## config.mk

```make
export PLATFORM = sky130hd
export DESIGN_NAME = operand_collector
export DESIGN_NICKNAME = d
export VERILOG_FILES = /design/src/rtl/operand_collector_pkg.sv /design/src/rtl/operand_collector_bus_reg.sv /design/src/rtl/operand_collector.sv
export SDC_FILE = /design/constraint.sdc
export NUM_CORES = 1
export LEC_CHECK = 0
export ABC_CLOCK_PERIOD_IN_PS = 1500
export CORE_MARGIN = 2
export CORE_UTILIZATION = 31
export CTS_CLUSTER_DIAMETER = 40
export CTS_CLUSTER_SIZE = 10
export DETAILED_ROUTE_END_ITERATION = 10
export GPL_TIMING_DRIVEN = 0
export PLACE_DENSITY_LB_ADDON = 0.2
export SLEW_MARGIN = 25
export SYNTH_ARGS = -nofsm -noshare
export SYNTH_HDL_FRONTEND = slang
export SYNTH_HIERARCHICAL = 1
export SYNTH_SLANG_ARGS = --single-unit
```

## constraint.sdc

```tcl
create_clock -name clk -period 1.5 [get_ports clk]
set_input_delay 0.3 -clock clk [delete_from_list [all_inputs] [get_ports clk]]
set_output_delay 0.3 -clock clk [all_outputs]
set_load 0.05 [all_outputs]
```

## src/rtl/operand_collector_pkg.sv

```systemverilog
// Shared constants for the operand collector.
// Holds the FILL/HOLD state encoding.
package operand_collector_pkg;

  typedef enum logic {
    FILL = 1'b0,
    HOLD = 1'b1
  } oc_state_e;

endpackage

```

## src/rtl/operand_collector_bus_reg.sv

```systemverilog
// One operand slot: enable-load register.
// Async active-low reset, sync clear (clear wins).
module bus_reg #(
  parameter int W = 4
) (
  input  logic         clk,
  input  logic         rst_n,
  input  logic         clear,
  input  logic         en,
  input  logic [W-1:0] d,
  output logic [W-1:0] q
);

  // Load on enable; clear zeroes the slot
  always_ff @(posedge clk or negedge rst_n) begin
    if (!rst_n)     q <= '0;
    else if (clear) q <= '0;
    else if (en)    q <= d;
  end

endmodule

```

## src/rtl/operand_collector.sv

```systemverilog
// Collects NB_INS operand words into one set.
// Optional OPERAND_COLLECTOR_OVERLAP_EN: accept in HOLD.
module operand_collector
  import operand_collector_pkg::*;
#(
  parameter int BUS_WIDTH = 4,
  parameter int NB_INS    = 3,
  localparam int CW       = $clog2(NB_INS + 1)
) (
  input  logic                        clk,
  input  logic                        rst_n,
  input  logic                        clear,
  input  logic                        in_valid,
  output logic                        in_ready,
  input  logic [BUS_WIDTH-1:0]        in_bus,
  output logic                        out_valid,
  input  logic                        out_ready,
  output logic [NB_INS*BUS_WIDTH-1:0] out_buses,
  output logic [CW-1:0]               count
);

  oc_state_e   state, state_nxt;
  logic [CW-1:0] count_nxt;
  logic [CW-1:0] wr_idx;
  logic [NB_INS-1:0] wr_en;
  logic        accept, consume;

  assign accept  = in_valid & in_ready & ~clear;
  assign consume = out_valid & out_ready & ~clear;

  // State and fill count registers
  always_ff @(posedge clk or negedge rst_n) begin
    if (!rst_n) begin
      state <= FILL;
      count <= '0;
    end else begin
      state <= state_nxt;
      count <= count_nxt;
    end
  end

  // Next state and next count
  always_comb begin
    state_nxt = state;
    count_nxt = count;
    if (clear) begin
      state_nxt = FILL;
      count_nxt = '0;
    end else begin
      unique case (state)
        FILL: begin
          if (accept) begin
            count_nxt = CW'(count + 1'b1);
            if (count == CW'(NB_INS - 1))
              state_nxt = HOLD;
          end
        end
        HOLD: begin
          if (consume) begin
            state_nxt = FILL;
            count_nxt = accept ? CW'(1) : '0;
          end
        end
        default: begin
          state_nxt = FILL;
          count_nxt = '0;
        end
      endcase
    end
  end

  // Handshake outputs and slot write enables
  always_comb begin
    in_ready  = 1'b0;
    out_valid = 1'b0;
    wr_idx    = count;
    wr_en     = '0;
    unique case (state)
      FILL: in_ready = 1'b1;
      HOLD: begin
        out_valid = 1'b1;
        wr_idx    = '0;
`ifdef OPERAND_COLLECTOR_OVERLAP_EN
        in_ready  = out_ready;
`else
        in_ready  = 1'b0;
`endif
      end
      default: in_ready = 1'b0;
    endcase
    for (int i = 0; i < NB_INS; i++)
      wr_en[i] = accept && (wr_idx == CW'(i));
  end

  for (genvar i = 0; i < NB_INS; i++) begin : g_slot
    bus_reg #(.W(BUS_WIDTH)) u_slot (
      .clk  (clk),
      .rst_n(rst_n),
      .clear(clear),
      .en   (wr_en[i]),
      .d    (in_bus),
      .q    (out_buses[i*BUS_WIDTH +: BUS_WIDTH])
    );
  end

endmodule

```

## Yosys cells after proc, flatten, opt, wreduce, memory -nomap -nowiden

Cells that the tools add are included.

| cells by class | value |
|---|---|
| add/subtract/negate cells | 1 |
| eq/ne operators | 5 |
| muxes and demuxes | 19 |
| bitwise gates (word level) | 6 |
| reduce and logical (&&, ||, !) cells | 8 |

Operators by type and width:

| kind | number |
|---|---|
| $mux 4 | 6 |
| $mux 2 | 4 |
| $mux 1 | 6 |
| $reduce_bool 2->1 | 3 |
| $and 1x1->1 | 4 |
| $eq 2x2->1 const B | 2 |
| $pmux 1 s2 | 2 |
| $pmux 2 s2 | 1 |
| $logic_and 1x1->1 | 3 |
| $ne 3x2->1 const B | 1 |
| $ne 3x3->1 const B | 1 |
| $add 2x1->2 const B | 1 |
| $eq 2x1->1 const B | 1 |
| $logic_not 2->1 | 1 |
| $not 1->1 | 2 |
| $reduce_and 2->1 | 1 |

| word-level totals | value |
|---|---|
| register bits after elaboration | 15 |
| input bits | 9 |
| output and inout bits | 16 |
| word-level logic and storage cells | 44 |

## Depth between registers and ports, before layout

Gate-level depths: netlist of run 1.

| logic depth | value |
|---|---|
| word-level depth | 8 |
| mapped depth | 5 |
| mapped depth without buffers | 5 |

## Hierarchy

Netlist of run 1, hierarchy kept.

By module, submodules not included:

| module | times used | cells an instance | area an instance (µm²) | sequential area each (µm²) |
|---|---|---|---|---|
| bus_reg | 3 | 13 | 160.2 | 100.1 |
| operand_collector | 1 | 22 | 187.7 | 75.1 |

## Least setup slack after synthesis of run 1

OpenSTA, ideal clock, no wires.

| timing path | value |
|---|---|
| kind | register to register |
| start | reg count[0] |
| end | reg g_slot[1].u_slot.q[0] |
| setup time | 0.120 ns |
| arrival | 1.482 ns |
| required time | 1.380 ns |
| path slack | -0.102 ns |
| cell stages (with the launch flop) | 6 |
| path buffers | 1 |
| period minus slack after synthesis | 1.602 ns |
| path through | dfrtp_1 inv_1 nor4_1 clkbuf_2 mux2i_1 nor2_1 |

| between the ends | value |
|---|---|
| cells in the longest elaborated chain, start to end | 4 |

Ends and longest elaborated chain:

| item | line | text |
|---|---|---|
| start: declaration | operand_collector.sv:19 | `output logic [CW-1:0] count` |
| start signal: assignment | operand_collector.sv:38 | `count <= count_nxt;` |
| $mux 2 | operand_collector.sv:78 | `unique case (state)` |
| $eq 2x1->1 | operand_collector.sv:92 | `wr_en[i] = accept && (wr_idx == CW'(i));` |
| $logic_and 1x1->1 | operand_collector.sv:92 |  |
| net wr_en[1] | operand_collector.sv:25 | `logic [NB_INS-1:0] wr_en;` |
| $reduce_bool 2->1 (no line) | - |  |
| end signal: assignment | operand_collector_bus_reg.sv:16 | `if (!rst_n) q <= '0;` |
| end signal: assignment | operand_collector_bus_reg.sv:17 | `else if (clear) q <= '0;` |
| end signal: assignment | operand_collector_bus_reg.sv:18 | `else if (en) q <= d;` |
| end: declaration | operand_collector_bus_reg.sv:11 | `output logic [W-1:0] q` |

The timed path passes the listed nets, and every way through them passes these cells.
A chain may end at the register's enable or synchronous reset.

## Worst setup path after layout of run 1

| timing path | value |
|---|---|
| start | reg g_slot[2].u_slot.q[2] |
| end | out out_buses[10] |

RTL lines:

| item | line | text |
|---|---|---|
| start: declaration | operand_collector_bus_reg.sv:11 |  |
| start signal: assignment | operand_collector_bus_reg.sv:16 |  |
| start signal: assignment | operand_collector_bus_reg.sv:17 |  |
| start signal: assignment | operand_collector_bus_reg.sv:18 |  |
| end: declaration | operand_collector.sv:18 | `output logic [NB_INS*BUS_WIDTH-1:0] out_buses,` |

No word-level cell between the ends.

==> metrics, run 1 <==
CP bufs+invs 1; final critical-path share of the clock period 0.966; Power Total 0.880 mW; count leader, synth dfrtp_1; GR Util met1 0.187; Slew Limit Fails 0; Clk Latency, worst-skew pair 300 ps; post-route design area about 900 µm²; critical path class flip-flop to primary output; share of the synthesized area in the top cell type 0.562; # fillers around 220; Layout area overhead 36.0%; Hold Path Class input pin to flip-flop; P_leak 0.419 nW; die area 2540 µm²; final WL between 1000 and 1500 µm; root buf cell clkbuf_4; Crit-path slowest cell clkdlybuf4s15_1; Post-synth EDFFs 0; RSZ-0062 raised after global routing no; first-pass GRT wire length 2480 µm; maximum VDD drop 0.555 mV; GR Overflow Total 0; initial core utilization 0.334; DR iter-0 viols 6; timing-limited maximum frequency 690 MHz; worst slew margin relative to its limit 0.556; HP Start clear; area leader, netlist dfrtp_1; hold path depth 2; Max Cap Violations 0; DP HPWL around 1000 µm; Residual DRC 0; M3 GR Usage 0.0655; FF-to-FF End g_slot[2].u_slot/q[3]$_DFFE_PN0P_; total track usage 0.136; Fin Setup TNS 0 ps; Syn. warnings 6; top_reg_cell synth dfrtp_1; reg2reg setup slack roughly 110 ps; share of cells above drive strength 1 0.292; initial antenna violation count 0; Core Region 2000 µm²; startpoint types flip-flop; largest net degree at the start of global routing 18; CTS clk-pin slew, worst paths approximately 100 ps; Via density 4.72; H-tree Lvls 1; synthesized instance count 61; worst r2r path cells 4; Seq/Total Area, Yosys 0.562; worst-case clock buffer depth 2; Synth top cells by count dfrtp_1, nor2_1, mux2i_1; CTS Buf Count 3; Synth Register Bits 15; buffers added on ports 24; Final Hold Viols 0; Worst setup EP type primary output; Crit path largest cell delay 490 ps; met2 usage 0.182; dpl cell area 945 µm²; Layout Nets 100; status finished clean; reg2reg start state$_DFF_PN0_; vias in the first global route 516; async set-reset flop share out of synthesis 1.00; ANT nets after route 0; routed length per placed instance 12.7 µm; critical path's top delay family buffers and inverters; Die Height 50.4 µm; Core Rows 16; fin crit period 1450 ps; hold endpoint g_slot[1].u_slot/q[0]$_DFFE_PN0P_; critical path fanouts, max 2; Final Wtd Congestion 0.684; critical path cell sequence clkdlybuf4s15_1; Worst-Margin Slew 665 ps; Ports 25; Post-Syn Area per Cell 11.0 µm²; grt peak-use layer met1; Fin Clk Skew 3.61 ps; Worst Path Required 1200 ps; power per cell area 968 nW/µm²; final setup vio count 0; # diodes 0; number of distinct library cells after synthesis 19; Mapped Area 668 µm²; top cells by area, synth dfrtp_1, mux2i_1, nor2_1; Syn Nets 71; Arrival @ worst endpoint 1150 ps; TritonCTS clock tree built; die span in x 50.4 µm; First-pass DRT Iterations 4; hold_ws 375 ps; DR vias 547; clk sink count 15
-- worst reg2reg max path, cell delays in order (launching register included) --
cell and delay [ps]:
dfrtp_2 470, nor4b_1 320, clkbuf_4 240, mux2i_1 180, nor2_1 50
-- report_power, final --
part | internal (mW) | switching [mW]
combinational | 0.0622 | 0.124
clock | 0.102 | 0.152
sequential | 0.422 | 0.0171
-- layout by cell type (no fill, tap or decap), types with 2 or more instances in the layout --
cell type / n
dfrtp_2: 2
buf_2: 3
mux2i_1: 12
nor2_1: 14
clkbuf_4: 4
clkdlybuf4s15_2: 2
dfrtp_1: 13
clkbuf_2: 13
clkdlybuf4s50_1: 6
nor4_1: 2
nand2_1: 2
-- per-layer routing --
layer	vias to the layer above	part of all wire
met5	-	0
met4	0	0.010
met3	2	0.079
met2	19	0.44
met1	261	0.47
li1	265	-
-- metrics by stage --
stage               utilization  cells  setup WS (ps)
global placement          0.472    112           -803
CTS                       0.487    116          0.918
global route              0.454    116           2.19
detailed placement        0.472    112           -799
floorplan                     -     61           2.02
finish                    0.454    116           50.9
-- what timing repair did --
action,4_1_cts,5_1_grt
buffers inserted,0,0
setup endpoints to repair,28,17
gates resized for setup,42,16
hold buffers,0,0
-- worst max path at each step --
stage                                             end  depth (start not counted)                         startpoint
global route                            out_buses[10]                          1  g_slot[2].u_slot/q[2]$_DFFE_PN0P_
CTS                                     out_buses[10]                          1  g_slot[2].u_slot/q[2]$_DFFE_PN0P_
global placement    g_slot[2].u_slot/q[0]$_DFFE_PN0P_                          6                              clear
floorplan           g_slot[2].u_slot/q[0]$_DFFE_PN0P_                          4               count[1]$_DFFE_PN0P_
finish                                  out_buses[10]                          1  g_slot[2].u_slot/q[2]$_DFFE_PN0P_
detailed placement  g_slot[2].u_slot/q[3]$_DFFE_PN0P_                          6                              clear
-- cells by family after synthesis --
| logic type | count (synthesis) | synth area share |
|---|---|---|
| adders and majority gates | 1 | 0.0187 |
| muxes | 12 | 0.180 |
| buffers and inverters | 5 | 0.0337 |
| AOI/OAI and AO/OA | 4 | 0.0356 |
| and+or+nand+nor | 23 | 0.157 |
| DFF | 15 | 0.562 |
| xor gates and xnor gates | 1 | 0.0131 |
-- final cells by class --
type	instances	area, µm²	share of cell area
Sequential cell	15	378	0.416
Clock buffer	3	22.5	0.0248
Inverter	2	7.51	0.00826
Tap cell	27	33.8	0.0372
Clock inverter	1	7.51	0.00826
Multi-Input combinational cell	41	270	0.298
Timing Repair Buffer	24	171	0.189
Buffer	3	17.5	0.0193
-- registers in the layout (all words and copies together) (netlist names) --
signal           flops
count                2
state                1
g_slot.u_slot/q     12
No activity file was read; power rests on OpenSTA's default activity.
==> run 2: changes to the inputs <==
--- a/config.mk
+++ b/config.mk
@@ -7,9 +7,9 @@
 export LEC_CHECK = 0
 export ABC_CLOCK_PERIOD_IN_PS = 1500
 export CORE_MARGIN = 2
-export CORE_UTILIZATION = 31
+export CORE_UTILIZATION = 42
 export CTS_CLUSTER_DIAMETER = 40
-export CTS_CLUSTER_SIZE = 10
+export CTS_CLUSTER_SIZE = 25
 export DETAILED_ROUTE_END_ITERATION = 10
 export GPL_TIMING_DRIVEN = 0
 export PLACE_DENSITY_LB_ADDON = 0.2
@@ -18,3 +18,4 @@
 export SYNTH_HDL_FRONTEND = slang
 export SYNTH_HIERARCHICAL = 1
 export SYNTH_SLANG_ARGS = --single-unit
+export TNS_END_PERCENT = 10
==> run 2 against run 1 <==
Against the previous run: non-clock buffer count unchanged; critical endpoint is now out_buses[4]; global-route usage is 2.6 points higher; sequential share of layout area is 1.2 points lower; count of clock-buffer cells in the layout unchanged; sequential cell count is the same; worst setup slack worse by 24 ps; sequential power about the same; via count rose by 0.37%; largest power group unchanged.
==> metrics, run 2 (same netlist as run 1, synthesis figures left out) <==
Sw Share 0.312; Die Height approximately 44 µm; Worst-Margin Slew 687 ps; Crit path largest cell delay 520 ps; CP bufs+invs 1; P_leak around 0.44 nW; critical path's top delay family buffers and inverters; Ports 25; buffers added on ports 24; final WL 1430 µm; Power Total 0.853 mW; Arrival @ worst endpoint 1170 ps; CTS Buf Count 3; CTS clk-pin slew, worst paths 90 ps; vias in the first global route 537; critical path cell sequence clkdlybuf4s15_1; GR Overflow Total 0; final critical-path share of the clock period 0.982; DP HPWL 980 µm; share of cells above drive strength 1 0.169; Fin Setup TNS 0 ps; reg2reg start count[0]$_DFFE_PN0P_; total track usage 0.163; commonest non-fill, non-tap cell in the layout nor2_1; DP Cell Count 101; H-tree Lvls 1; final design utilization 0.621; # diodes 0; power per cell area 912 nW/µm²; timing-limited maximum frequency 679 MHz; Slew Limit Fails 0; First-pass DRT Iterations 4; initial antenna violation count 0; fin crit period around 1500 ps; ANT nets after route 0; Hold Path Class input pin to flip-flop; Final Hold Viols 0; hold path depth 2; RSZ-0062 raised after global routing no; Clk Latency, worst-skew pair between 200 and 300 ps; first-pass GRT wire length 2270 µm; Residual DRC 0; root buf cell clkbuf_4; DR vias 549; most frequent cells in the layout nor2_1, dfrtp_1, mux2i_1; startpoint types flip-flop; TritonCTS clock tree built; maximum VDD drop approximately 0.55 mV; worst slew margin relative to its limit 0.541; Fin Clk Skew 2.13 ps; HP Start clear; Core Rows 14; reg2reg setup slack 110 ps; Layout Nets 100; clk sink count 15; Sw Pwr 0.267 mW; status finished clean; die area 1930 µm²; Max Cap Violations 0; Worst Path Required 1200 ps; Final Wtd Congestion 0.828; critical path fanouts, max 2; Top Registers g_slot.u_slot/q: 12 flops, count: 2 flops, state: 1 flops; routed length per placed instance 13.6 µm; DR iter-0 viols 6; Via density between 5 and 6; final setup vio count 0; Post-CTS Setup Inserts 0; Layout area overhead 40.1%; critical path class flip-flop to primary output; Non-Filler Instances around 110; Crit-path slowest cell clkdlybuf4s15_1; Largest register FFs 12; Sequential Power Share 0.515; initial core utilization 0.444; worst r2r path cells 5; Comb pwr share 0.223; largest net degree at the start of global routing 18; Worst setup EP type primary output; worst-case clock buffer depth 2; FF-to-FF End g_slot[1].u_slot/q[0]$_DFFE_PN0P_; Largest Register g_slot.u_slot/q; # fillers about 130; hold endpoint state$_DFF_PN0_; Core Region 1510 µm²; die span in x approximately 44 µm; Int Pwr 0.587 mW; power share of the clock group 0.262
-- run 2: worst max path at each step --
stage                                   endpoint                              start  depth (start not counted)
2_1_floorplan               count[0]$_DFFE_PN0P_                    state$_DFF_PN0_                          3
3_3_place_gp   g_slot[2].u_slot/q[0]$_DFFE_PN0P_                              clear                          6
3_5_place_dp   g_slot[2].u_slot/q[2]$_DFFE_PN0P_                              clear                          6
4_1_cts                                out_valid                    state$_DFF_PN0_                          1
5_1_grt                            out_buses[10]  g_slot[2].u_slot/q[2]$_DFFE_PN0P_                          1
6_report                            out_buses[4]  g_slot[1].u_slot/q[0]$_DFFE_PN0P_                          1
-- run 2: layout make-up --
cell class,instances,area (µm²),share of cell area
plain buffers,3,17.5,0.0187
clock buffers,3,22.5,0.0241
clock inverters,1,5.00,0.00535
inverters,2,7.51,0.00802
multi-input cells,41,270,0.289
flip-flops and latches,15,378,0.404
well taps,16,20.0,0.0214
repair buffers,24,215,0.230
-- run 2: routing by layer --
| metal | routed length [µm] | GRT usage |
|---|---|---|
| met1 | 666 | 0.203 |
| met2 | 647 | 0.265 |
| met3 | 101 | 0.0292 |
| met4 | 17 | 0.0909 |
| met5 | 0 | 0 |
-- run 2: power by group through the flow --
stage	clock network, mW	registers, mW	logic [mW]
global route	0.253	0.442	0.206
finish	0.224	0.440	0.190
floorplan	0	0.506	0.0570
detailed placement	0	0.447	0.204
global placement	0	0.446	0.203
CTS	0.239	0.439	0.194
-- run 2: stage by stage --
step / hold slack (ps) / setup slack [ps] / area (µm²)
floorplan: 4.41 / -70.4 / 669
global placement: 505 / -747 / 930
detailed placement: 513 / -759 / 930
CTS: 439 / 2.77 / 943
global route: 388 / 1.06 / 936
finish: 385 / 26.6 / 936
-- run 2: timing repair --
item	4_1_cts	5_1_grt
pin swaps	0	0
endpoints found under the setup margin	28	17
resized for setup	33	13
endpoints found under the hold margin	0	0
hold buffers	0	0
==> run 3: changes to the inputs <==
--- a/config.mk
+++ b/config.mk
@@ -7,7 +7,7 @@
 export LEC_CHECK = 0
 export ABC_CLOCK_PERIOD_IN_PS = 1500
 export CORE_MARGIN = 2
-export CORE_UTILIZATION = 42
+export CORE_UTILIZATION = 35
 export CTS_CLUSTER_DIAMETER = 40
 export CTS_CLUSTER_SIZE = 25
 export DETAILED_ROUTE_END_ITERATION = 10
==> run 3 against run 2 <==
Against the previous run: global-route usage fell by 2.0 points; design area rose by 1.7%; critical path depth is the same; clock skew is 4.0 ps higher; sequential power about the same.
==> metrics, run 3 (same netlist as run 1, synthesis figures left out) <==
critical path cell sequence dlygate4sd2_1; buffers added on ports 24; critical path class flip-flop to primary output; hold_buf cts 0; Worst-Margin Slew 643 ps; most frequent cells in the layout nor2_1, dfrtp_1, mux2i_1; Power Total 0.852 mW; Largest register FFs 12; die span in x ~48 µm; Arrival @ worst endpoint between 1000 and 1500 ps; critical path fanouts, max 2; final WL 1370 µm; Post-CTS Setup Inserts 0; TritonCTS clock tree built; Crit path largest cell delay roughly 530 ps; Top Registers g_slot.u_slot/q: 12 flops, count: 2 flops, state: 1 flops; CTS Buf Count 3; Max Cap Violations 0; largest net degree at the start of global routing 18; Core Region 1760 µm²; # fillers 189; root buf cell clkbuf_4; worst-case clock buffer depth 2; status finished clean; First-pass DRT Iterations 4; Hold Path Class input pin to flip-flop; max layer used met4; Die Height between 40 and 50 µm; routed wl met3 55 µm; post-route design area between 900 and 1000 µm²; WL met1 664 µm; CTS clk-pin slew, worst paths 90 ps; DP HPWL about 1000 µm; vias in the first global route between 400 and 500; CP bufs+invs 1; hold path depth 2; Largest Register g_slot.u_slot/q; timing-limited maximum frequency roughly 700 MHz; Core Rows 15; ANT nets after route 0; startpoint types flip-flop; DR iter-0 viols 1; initial antenna violation count 0; routed length per placed instance about 12 µm; worst r2r path cells 4; worst slew margin relative to its limit 0.570; initial core utilization 0.379; RSZ-0062 raised after global routing no; dpl cell area 941 µm²; fin crit period 1460 ps; power per cell area approximately 900 nW/µm²; maximum VDD drop 0.448 mV; reg2reg setup slack 110 ps; Layout Nets 100; Final Wtd Congestion 0.646; final setup vio count 0; GR Overflow Total 0; Worst setup EP type primary output; clk sink count 15; DR WL met2 637 µm; P_leak 0.451 nW; Fin Clk Skew 6.15 ps; # diodes 0; Via density 4.56; die area about 2300 µm²; Slew Limit Fails 0; Worst Path Required ~1200 ps; Clk Latency, worst-skew pair 270 ps; Residual DRC 0; Layout area overhead 42.5%; DR vias 520; share of cells above drive strength 1 0.157; HP Start clear; Final Hold Viols 0; H-tree Lvls 1; final critical-path share of the clock period 0.973; Ports 25; critical path's top delay family buffers and inverters; hold endpoint g_slot[2].u_slot/q[2]$_DFFE_PN0P_; total track usage 0.143; Crit-path slowest cell dlygate4sd2_1; FF-to-FF End g_slot[1].u_slot/q[1]$_DFFE_PN0P_; final design utilization 0.540; reg2reg start state$_DFF_PN0_; first-pass GRT wire length 2180 µm
[run 3: cell count changes in the layout (fill, tap and decap cells not counted), sizes merged]
cell	previous run	this run
clkdlybuf4s15	9	6
clkinv	1	0
dlygate4sd2	5	9
[run 3: how the worst max path moves through the flow]
stage                                      startpoint                           endpoint  depth (start not counted)
detailed placement                              clear  g_slot[2].u_slot/q[0]$_DFFE_PN0P_                          6
floorplan                             state$_DFF_PN0_               count[0]$_DFFE_PN0P_                          3
finish              g_slot[2].u_slot/q[2]$_DFFE_PN0P_                      out_buses[10]                          1
global placement                                clear  g_slot[2].u_slot/q[1]$_DFFE_PN0P_                          6
global route        g_slot[2].u_slot/q[2]$_DFFE_PN0P_                      out_buses[10]                          1
CTS                                   state$_DFF_PN0_                          out_valid                          1
[run 3: area by class of cell]
class	instances	area, µm²	share of cell area
Tap cell	25	31.3	0.0329
Clock buffer	4	26.3	0.0276
Inverter	2	7.51	0.00788
Sequential cell	15	377	0.396
Buffer	3	17.5	0.0184
Timing Repair Buffer	24	216	0.227
Multi-Input combinational cell	41	277	0.290
[run 3: per-stage QoR]
step                      instances  TNS (ps)  hold WS, ps  setup WS, ps
final                           114         0          388          41.2
after global routing            114         0          399          2.31
after CTS                       114         0          389          10.1
after detailed placement        110     -9060          507          -817
after global placement          110     -8690          500          -783
after floorplan                  61     -77.4         4.41         -70.4
[run 3: per-layer routing]
layer,vias up,global-route usage
met5,-,0
met4,0,0.0649
met3,2,0.0340
met2,12,0.213
met1,241,0.195
li1,265,-
[run 3: where the power goes]
part | switching [mW] | leakage (nW) | internal, mW
registers | 0.0174 | 0.205 | 0.422
clock network | 0.119 | 0.0150 | 0.103
logic | 0.124 | 0.232 | 0.0676
[run 3: timing repair]
action / CTS / global route
resized for setup: 33 / 8
endpoints found under the setup margin: 28 / 9
gates cloned: 0 / 0
